--- config.mk ---
export PLATFORM = sky130hd
export DESIGN_NAME = inst_loader
export DESIGN_NICKNAME = d
export VERILOG_FILES = /design/src/rtl/inst_loader_pkg.sv /design/src/rtl/inst_loader.sv
export SDC_FILE = /design/constraint.sdc
export NUM_CORES = 1
export LEC_CHECK = 0
export CAP_MARGIN = 5
export CELL_PAD_IN_SITES_DETAIL_PLACEMENT = 0
export CELL_PAD_IN_SITES_GLOBAL_PLACEMENT = 2
export CORE_ASPECT_RATIO = 0.9
export CORE_MARGIN = 2
export CORE_UTILIZATION = 36
export DETAILED_ROUTE_END_ITERATION = 16
export PLACE_DENSITY = 0.88
export SLEW_MARGIN = 20
export SYNTH_ARGS = -nofsm -noshare
export SYNTH_HDL_FRONTEND = slang
export SYNTH_SLANG_ARGS = --single-unit
export TNS_END_PERCENT = 50
--- constraint.sdc ---
create_clock -name clk -period 2.56 [get_ports clk]
set_input_delay 0.768 -clock clk [delete_from_list [all_inputs] [get_ports clk]]
set_output_delay 0.768 -clock clk [all_outputs]
set_load 0.005 [all_outputs]
--- src/rtl/inst_loader_pkg.sv ---
// Shared defaults and state encoding for the instruction-memory loader.
// The optional trailing-checksum state is used only when INST_LOADER_CHECKSUM_EN is defined.
package inst_loader_pkg;

    localparam int WORD_SIZE_DEF     = 32;
    localparam int INST_MEM_SIZE_DEF = 256;
    localparam int ADDR_W_DEF        = 8;

    typedef enum logic [2:0] {
        ST_IDLE   = 3'd0,
        ST_LEN_HI = 3'd1,
        ST_LEN_LO = 3'd2,
        ST_DATA   = 3'd3,
        ST_WRITE  = 3'd4,
        ST_CHECK  = 3'd5,
        ST_DONE   = 3'd6,
        ST_ERROR  = 3'd7
    } state_t;

    // States in which the loader is listening to the byte stream.
    function automatic logic accepts_byte(input state_t st);
        return (st == ST_LEN_HI) || (st == ST_LEN_LO) || (st == ST_DATA) || (st == ST_CHECK);
    endfunction

endpackage

--- src/rtl/inst_loader.sv ---
// Instruction memory writer: length-prefixed big-endian byte stream -> sequential word writes.
// Define INST_LOADER_CHECKSUM_EN to require a trailing XOR checksum byte after the payload.
module inst_loader
    import inst_loader_pkg::*;
#(
    parameter int WORD_SIZE     = WORD_SIZE_DEF,
    parameter int INST_MEM_SIZE = INST_MEM_SIZE_DEF,
    parameter int ADDR_W        = ADDR_W_DEF
) (
    input  logic                 clk,
    input  logic                 rst,
    input  logic                 start,
    input  logic [7:0]           byte_in,
    input  logic                 byte_valid,
    output logic                 byte_ready,
    output logic                 mem_we,
    output logic [ADDR_W-1:0]    mem_addr,
    output logic [WORD_SIZE-1:0] mem_wdata,
    output logic                 busy,
    output logic                 cpu_hold,
    output logic                 done,
    output logic                 error
);
    localparam logic [15:0] MAX_LEN = 16'(INST_MEM_SIZE);

    state_t               state_q, state_d;
    logic [15:0]          len_q, len_d;
    logic [15:0]          cnt_q, cnt_d;
    logic [1:0]           idx_q, idx_d;
    logic [WORD_SIZE-9:0] shift_q, shift_d;
    logic                 mem_we_q, mem_we_d;
    logic [ADDR_W-1:0]    mem_addr_q, mem_addr_d;
    logic [WORD_SIZE-1:0] mem_wdata_q, mem_wdata_d;
    logic                 busy_q, busy_d;
    logic                 done_q, done_d;
    logic                 error_q, error_d;
`ifdef INST_LOADER_CHECKSUM_EN
    logic [7:0]           csum_q, csum_d;
`endif

    logic        xfer;
    logic [15:0] len_rx;
    logic [15:0] cnt_inc;

    assign byte_ready = accepts_byte(state_q);
    assign xfer       = byte_valid && byte_ready;
    assign len_rx     = {len_q[15:8], byte_in};
    assign cnt_inc    = cnt_q + 16'd1;

    always_comb begin
        state_d     = state_q;
        len_d       = len_q;
        cnt_d       = cnt_q;
        idx_d       = idx_q;
        shift_d     = shift_q;
        mem_we_d    = 1'b0;
        mem_addr_d  = mem_addr_q;
        mem_wdata_d = mem_wdata_q;
        busy_d      = busy_q;
        done_d      = done_q;
        error_d     = error_q;
`ifdef INST_LOADER_CHECKSUM_EN
        csum_d      = csum_q;
`endif
        case (state_q)
            ST_IDLE, ST_DONE, ST_ERROR: begin
                if (start) begin
                    state_d = ST_LEN_HI;
                    busy_d  = 1'b1;
                    done_d  = 1'b0;
                    error_d = 1'b0;
                    len_d   = '0;
                    cnt_d   = '0;
                    idx_d   = '0;
`ifdef INST_LOADER_CHECKSUM_EN
                    csum_d  = '0;
`endif
                end
            end
            ST_LEN_HI: begin
                if (xfer) begin
                    len_d   = {byte_in, 8'h00};
                    state_d = ST_LEN_LO;
                end
            end
            ST_LEN_LO: begin
                if (xfer) begin
                    len_d = len_rx;
                    if (len_rx == 16'd0) begin
                        state_d = ST_DONE;
                        busy_d  = 1'b0;
                        done_d  = 1'b1;
                    end else if (len_rx > MAX_LEN) begin
                        state_d = ST_ERROR;
                        busy_d  = 1'b0;
                        error_d = 1'b1;
                    end else begin
                        state_d = ST_DATA;
                    end
                end
            end
            ST_DATA: begin
                if (xfer) begin
                    shift_d = {shift_q[WORD_SIZE-17:0], byte_in};
                    idx_d   = idx_q + 2'd1;
`ifdef INST_LOADER_CHECKSUM_EN
                    csum_d  = csum_q ^ byte_in;
`endif
                    // Registered write strobe lines up with the single WRITE cycle.
                    if (idx_q == 2'd3) begin
                        mem_we_d    = 1'b1;
                        mem_addr_d  = ADDR_W'(cnt_q);
                        mem_wdata_d = {shift_q, byte_in};
                        state_d     = ST_WRITE;
                    end
                end
            end
            ST_WRITE: begin
                cnt_d = cnt_inc;
                if (cnt_inc == len_q) begin
`ifdef INST_LOADER_CHECKSUM_EN
                    state_d = ST_CHECK;
`else
                    state_d = ST_DONE;
                    busy_d  = 1'b0;
                    done_d  = 1'b1;
`endif
                end else begin
                    state_d = ST_DATA;
                end
            end
`ifdef INST_LOADER_CHECKSUM_EN
            ST_CHECK: begin
                if (xfer) begin
                    busy_d = 1'b0;
                    if (byte_in == csum_q) begin
                        state_d = ST_DONE;
                        done_d  = 1'b1;
                    end else begin
                        state_d = ST_ERROR;
                        error_d = 1'b1;
                    end
                end
            end
`endif
            default: begin
                state_d = ST_IDLE;
                busy_d  = 1'b0;
            end
        endcase
    end

    always_ff @(posedge clk or negedge rst) begin
        if (!rst) begin
            state_q     <= ST_IDLE;
            len_q       <= '0;
            cnt_q       <= '0;
            idx_q       <= '0;
            shift_q     <= '0;
            mem_we_q    <= 1'b0;
            mem_addr_q  <= '0;
            mem_wdata_q <= '0;
            busy_q      <= 1'b0;
            done_q      <= 1'b0;
            error_q     <= 1'b0;
`ifdef INST_LOADER_CHECKSUM_EN
            csum_q      <= '0;
`endif
        end else begin
            state_q     <= state_d;
            len_q       <= len_d;
            cnt_q       <= cnt_d;
            idx_q       <= idx_d;
            shift_q     <= shift_d;
            mem_we_q    <= mem_we_d;
            mem_addr_q  <= mem_addr_d;
            mem_wdata_q <= mem_wdata_d;
            busy_q      <= busy_d;
            done_q      <= done_d;
            error_q     <= error_d;
`ifdef INST_LOADER_CHECKSUM_EN
            csum_q      <= csum_d;
`endif
        end
    end

    assign mem_we    = mem_we_q;
    assign mem_addr  = mem_addr_q;
    assign mem_wdata = mem_wdata_q;
    assign busy      = busy_q;
    assign cpu_hold  = busy_q;
    assign done      = done_q;
    assign error     = error_q;

endmodule

* After elaboration in Yosys (flattened, before gate mapping)
Index checks and enable logic that the tools add are counted.
** Storage, ports and cells
- Memories :: 0
- Bits in registers :: 105
- Memory bits (writable) :: 0
- Latch bits :: 0
- Output and inout port bits :: 46
- Word-level logic and storage cells :: 95
- ROM bits :: 0
- Input bits :: 12
** Cells by class
- Muxes and demuxes :: 35
- Order comparisons :: 1
- Equal/unequal tests :: 19
- Reductions and logical operators :: 24
- Shift operators :: 0
- Bitwise gates (word level) :: 2
- Multipliers :: 0
- Div/mod/pow operators :: 0
- Add/subtract/negate cells :: 2
** Operators with widths (number)
- 16-bit one-hot mux with 3 select lines :: 1
- 16-bit 2-to-1 mux :: 2
- 16-bit one-hot mux with 2 select lines :: 1
- 3-bit 2-to-1 mux :: 8
- 5-bit AND reduction :: 4
- 16-bit by 1-bit adder with 16-bit output, second input constant :: 1
- 16-bit == test :: 1
- 16-bit by 9-bit greater-than comparator with 1-bit output, second input constant :: 1
- 16-bit logical NOT :: 1
- 1-bit 2-to-1 mux :: 15
- 3-bit one-hot mux with 5 select lines :: 1
- 3-bit == test, second input constant :: 4
- 2-bit inequality test, second input constant :: 6
- 8-bit 2-to-1 mux :: 1
- 4-bit AND reduction :: 2
- 2-bit nonzero test :: 4
- 3-bit by 2-bit == test with 1-bit output, second input constant :: 2
- 2-bit by 1-bit inequality test with 1-bit output, second input constant :: 3
- 3-bit AND reduction :: 2
- 3-bit nonzero test :: 2
- 2-bit 2-to-1 mux :: 2
- 1-bit one-hot mux with 4 select lines :: 1
- 2-bit one-hot mux with 2 select lines :: 1
- 2-bit AND reduction :: 2
- other kinds (12) :: 15

* Longest topological paths before layout
- Word-level depth :: 7
- Depth in mapped cells :: 9
- Gate-level depth less buffers :: 7

* Least setup slack after synthesis
Ideal clock, no wire load.
- Path type :: input to register
- Start :: input byte_in[2]
- End :: register busy_q, in the netlist busy
- Setup slack :: 369 ps
- Required time :: 2440 ps
- Arrival time :: 2071 ps
- Setup time :: 120 ps
- Cell stages on the path :: 6
- Buffers on the path :: 0
- Path through :: or4_1 -> nor3_2 -> nor4_2 -> o31ai_1 -> a22oi_1 -> a41o_1
** On the way
- Cells in the longest elaborated chain, start to end :: 4
- Elaborated cells on any way between the ends :: 7
- Classes of those cells :: order compare: 1; eq/ne: 1; mux: 3; reduce/logical: 2
** RTL lines
- start, declared :: RTL line inst_loader.sv:13 : input logic [7:0] byte_in,
- parallel branches: the longest is 4 deep, another holds 16-bit by 9-bit greater-than comparator with 1-bit output
- end signal, assigned :: RTL line inst_loader.sv:178 : busy_q <= busy_d;
- end, declared :: RTL line inst_loader.sv:34 : logic busy_q, busy_d;
Parallel ways; which one is timed is not known. The select of a mux whose other input is x is not followed.
A chain may end at the register's enable or synchronous reset.

* Worst setup path after layout
Same ends and word-level chain as after synthesis.

==> flow_metrics.env <==
export IMPL_status="complete, no violations"
export IMPL_crit_fanout=2
export IMPL_criticalPathCategory="in2reg"
export IMPL_syn_nets=515
export IMPL_async_flop_share_pct=100.0
export IMPL_htree_levels=3
export IMPL_synth_xor_area_share_pct=3.315
export IMPL_grt_usage_pct=16.68
export IMPL_place_ws_ns=-0.1974
export IMPL_yosysTopAreaCellShare_pct=52.34
export IMPL_insertion_delay_ns=0.35
export IMPL_fin_crit_sh_pct=94.05
export IMPL_ios=58
export IMPL_grt_pass1_wl_um=19230
export IMPL_synthSimpleGateAreaFrac_pct=19.37
export IMPL_setup_violations=0
export IMPL_place_area_mm2=0.005914
export IMPL_die_area_mm2=0.01491
export IMPL_clock_skew_ns=0.006514
export IMPL_syn_area_mm2=0.005020
export IMPL_ant_nets=0
export IMPL_dr_pass1_iters=4
export IMPL_relSlewSlack_pct=64.18
export IMPL_fp_row_count=40
export IMPL_ir_drop_mv=0.4112
export IMPL_grt_pass1_vias=3577
export IMPL_ff_latch_area_mm2=0.002629
export IMPL_drive_gt1_share_pct=18.29
export IMPL_routabilityCongestion=0.8201
export IMPL_syn_inst=501
export IMPL_vias=3819
export IMPL_cts_setup_buffers=0
export IMPL_slowest_stage="or4_1"
export IMPL_synth_compound_area_share_pct=10.54
export IMPL_synth_enable_flop_cells=0
export IMPL_endpoint_kind="flip-flop"
export IMPL_total_power_mw=5.781
export IMPL_vias_per_cell=5.147
export IMPL_die_h_um=116.0
export IMPL_synth_fa_ha_area_share_pct=0.4985
export IMPL_hold_buffers=0
export IMPL_core_area_mm2=0.01346
export IMPL_cts_root_buffer="clkbuf_16"
export IMPL_synth_top_family_by_area="simple AND/OR/NAND/NOR gates"
export IMPL_path_cells="clkdlybuf4s50_1 -> or4_1 -> o21a_1 -> nor4_2 -> o31ai_1 -> a22oi_1 -> a41o_1"
export IMPL_fin_nets=583
export IMPL_drv_slew=0
export IMPL_synth_top_flop_cell="dfrtp_1"
export IMPL_cts_inserted_buffers=9
export IMPL_area_delta_synth_final_pct=23.68
export IMPL_hold_path_class="in2async"
export IMPL_drtIter0Drc=223
export IMPL_path_clk_slew_ns=0.07
export IMPL_cts_tree="done"
export IMPL_multi_input_area_mm2=0.002155
export IMPL_critPathTopFamily="simple AND/OR/NAND/NOR gates"
export IMPL_max_clock_path_buffers=2
export IMPL_drc=0
export IMPL_final_cell_area_mm2=0.006208
export IMPL_die_x_um=128.5
export IMPL_seq_area_frac_synth_pct=52.34
export IMPL_rr_worst_depth=7
export IMPL_yosysWarnings=0
export IMPL_synth_common_cells="dfrtp_1 (105), nand2_1 (105), o21ai_0 (42)"
export IMPL_grt_overflow=0
export IMPL_antenna_found_initial=0
export IMPL_worst_slack_ns=0.1524
export IMPL_cp_depth=7
export IMPL_wl_per_cell_um=15.92
export IMPL_max_stage_delay_ns=0.59
export IMPL_maxCapViolCount=0
export IMPL_finalHoldViolCount=0
export IMPL_max_freq_mhz=415.4
export IMPL_fin_crit_ns=2.408
export IMPL_powerDensity_mw_per_mm2=931.1
export IMPL_path_buf_inv=1
export IMPL_p_leak_nw=2.929
export IMPL_drt_wl_total_um=11810
export IMPL_syn_avg_cell_area_um2=10.02
export IMPL_ys_ff_latch=105
export IMPL_rsz0062_at_grt="no"
export IMPL_dp_hpwl_um=8344
export IMPL_worstMarginPinSlew_ns=0.5372
export IMPL_crit_path_start_kind="input pin"
export IMPL_fill_cells=1288
export IMPL_yosys_mux_area_fraction_pct=9.148
export IMPL_grt_max_degree=43
export IMPL_antennaDiodeCount=0
export IMPL_yosys_top_cells_area="dfrtp_1 (52%), mux2_2 (8.7%), nand2_1 (7.9%)"
export IMPL_fin_util_pct=46.12
export IMPL_cp_arrival_ns=2.69
export IMPL_port_buffers=57
export IMPL_worstPathRequired_ns=2.84
export IMPL_ys_types=55
export IMPL_clock_sinks=105
export IMPL_synth_top_area_cell="dfrtp_1"
export IMPL_start_util_pct=37.29
cells in the final DEF, fill, tap and decap left out, types with 3 or more instances in the layout:
cell	Yosys	final
a21oi_1	14	14
a22oi_1	3	3
and2_1	3	3
and3_1	3	3
buf_12	0	4
buf_4	4	27
clkbuf_16	0	9
clkdlybuf4s50_1	0	56
dfrtp_1	105	104
inv_1	21	21
inv_6	0	4
mux2_2	39	39
nand2_1	105	104
nand2b_1	4	4
nand3_1	25	25
nand3b_1	4	4
nand4_1	5	5
nor2_1	17	17
nor3_1	6	6
o211ai_1	5	5
o21ai_0	42	42
o31ai_1	7	7
or2_2	3	3
or3_1	3	3
xnor2_1	12	12
xor2_1	7	7
per-stage QoR:
| stage | hold slack [ns] | instances | setup TNS [ns] |
|---|---|---|---|
| floorplan | 0.4418 | 501 | 0 |
| global route | 0.4284 | 742 | 0 |
| finish | 0.3967 | 742 | 0 |
| global placement | 0.4540 | 726 | -0.3849 |
| detailed placement | 0.4596 | 726 | -0.4969 |
| CTS | 0.4152 | 742 | 0 |
layer usage:
layer | track usage [%] | wire length, µm
met2 | 25.07 | 5341
met3 | 3.186 | 452
met5 | 0 | 0
met1 | 24.70 | 5917
met4 | 4.615 | 102
logic make-up after synthesis:
kind of cell	after synthesis
mux	41
compound gates	87
flops	105
buf+inv	51
simple gates	196
fa+ha+maj	2
xor+xnor	19
worst paths after layout:
kind	startpoint	end	slack, ns
worst max-delay path	byte_in[2]	busy$_DFFE_PN0P_	0.15
min in group clk	shift_q[21]$_DFFE_PN0P_	shift_q[21]$_DFFE_PN0P_	0.47
worst max register to register	cnt_q[0]$_DFFE_PN0P_	busy$_DFFE_PN0P_	0.41
max in group asynchronous	rst	mem_wdata[19]$_DFFE_PN0P_	1.48
worst min register to register	shift_q[21]$_DFFE_PN0P_	shift_q[21]$_DFFE_PN0P_	0.47
worst min-delay path	rst	mem_addr[3]$_DFFE_PN0P_	0.40
sequential cells by signal (all words and copies together), names as in the netlist:
name	count
done	1
state_q	3
error	1
idx_q	2
mem_we	1
len_q	16
mem_addr	8
busy	1
mem_wdata	32
shift_q	24
cnt_q	16
power breakdown:
part,switching [mW],internal [mW],total (mW)
Combinational,1.09,0.953,2.04
Sequential,0.323,2.06,2.38
Clock,0.652,0.708,1.36
layout make-up:
cell class | instances | share of cell area, %
Tap cell | 168 | 3.386
Timing Repair Buffer | 87 | 13.58
Clock inverter | 6 | 0.8666
Sequential cell | 105 | 42.34
Clock buffer | 10 | 3.849
Multi-Input combinational cell | 345 | 34.70
Inverter | 21 | 1.270
timing repair:
action,CTS,global route
endpoints found under the hold margin,0,0
setup endpoints to repair,0,1
gates resized for setup,0,1
Note: power is estimated with default switching activity, not from simulation.
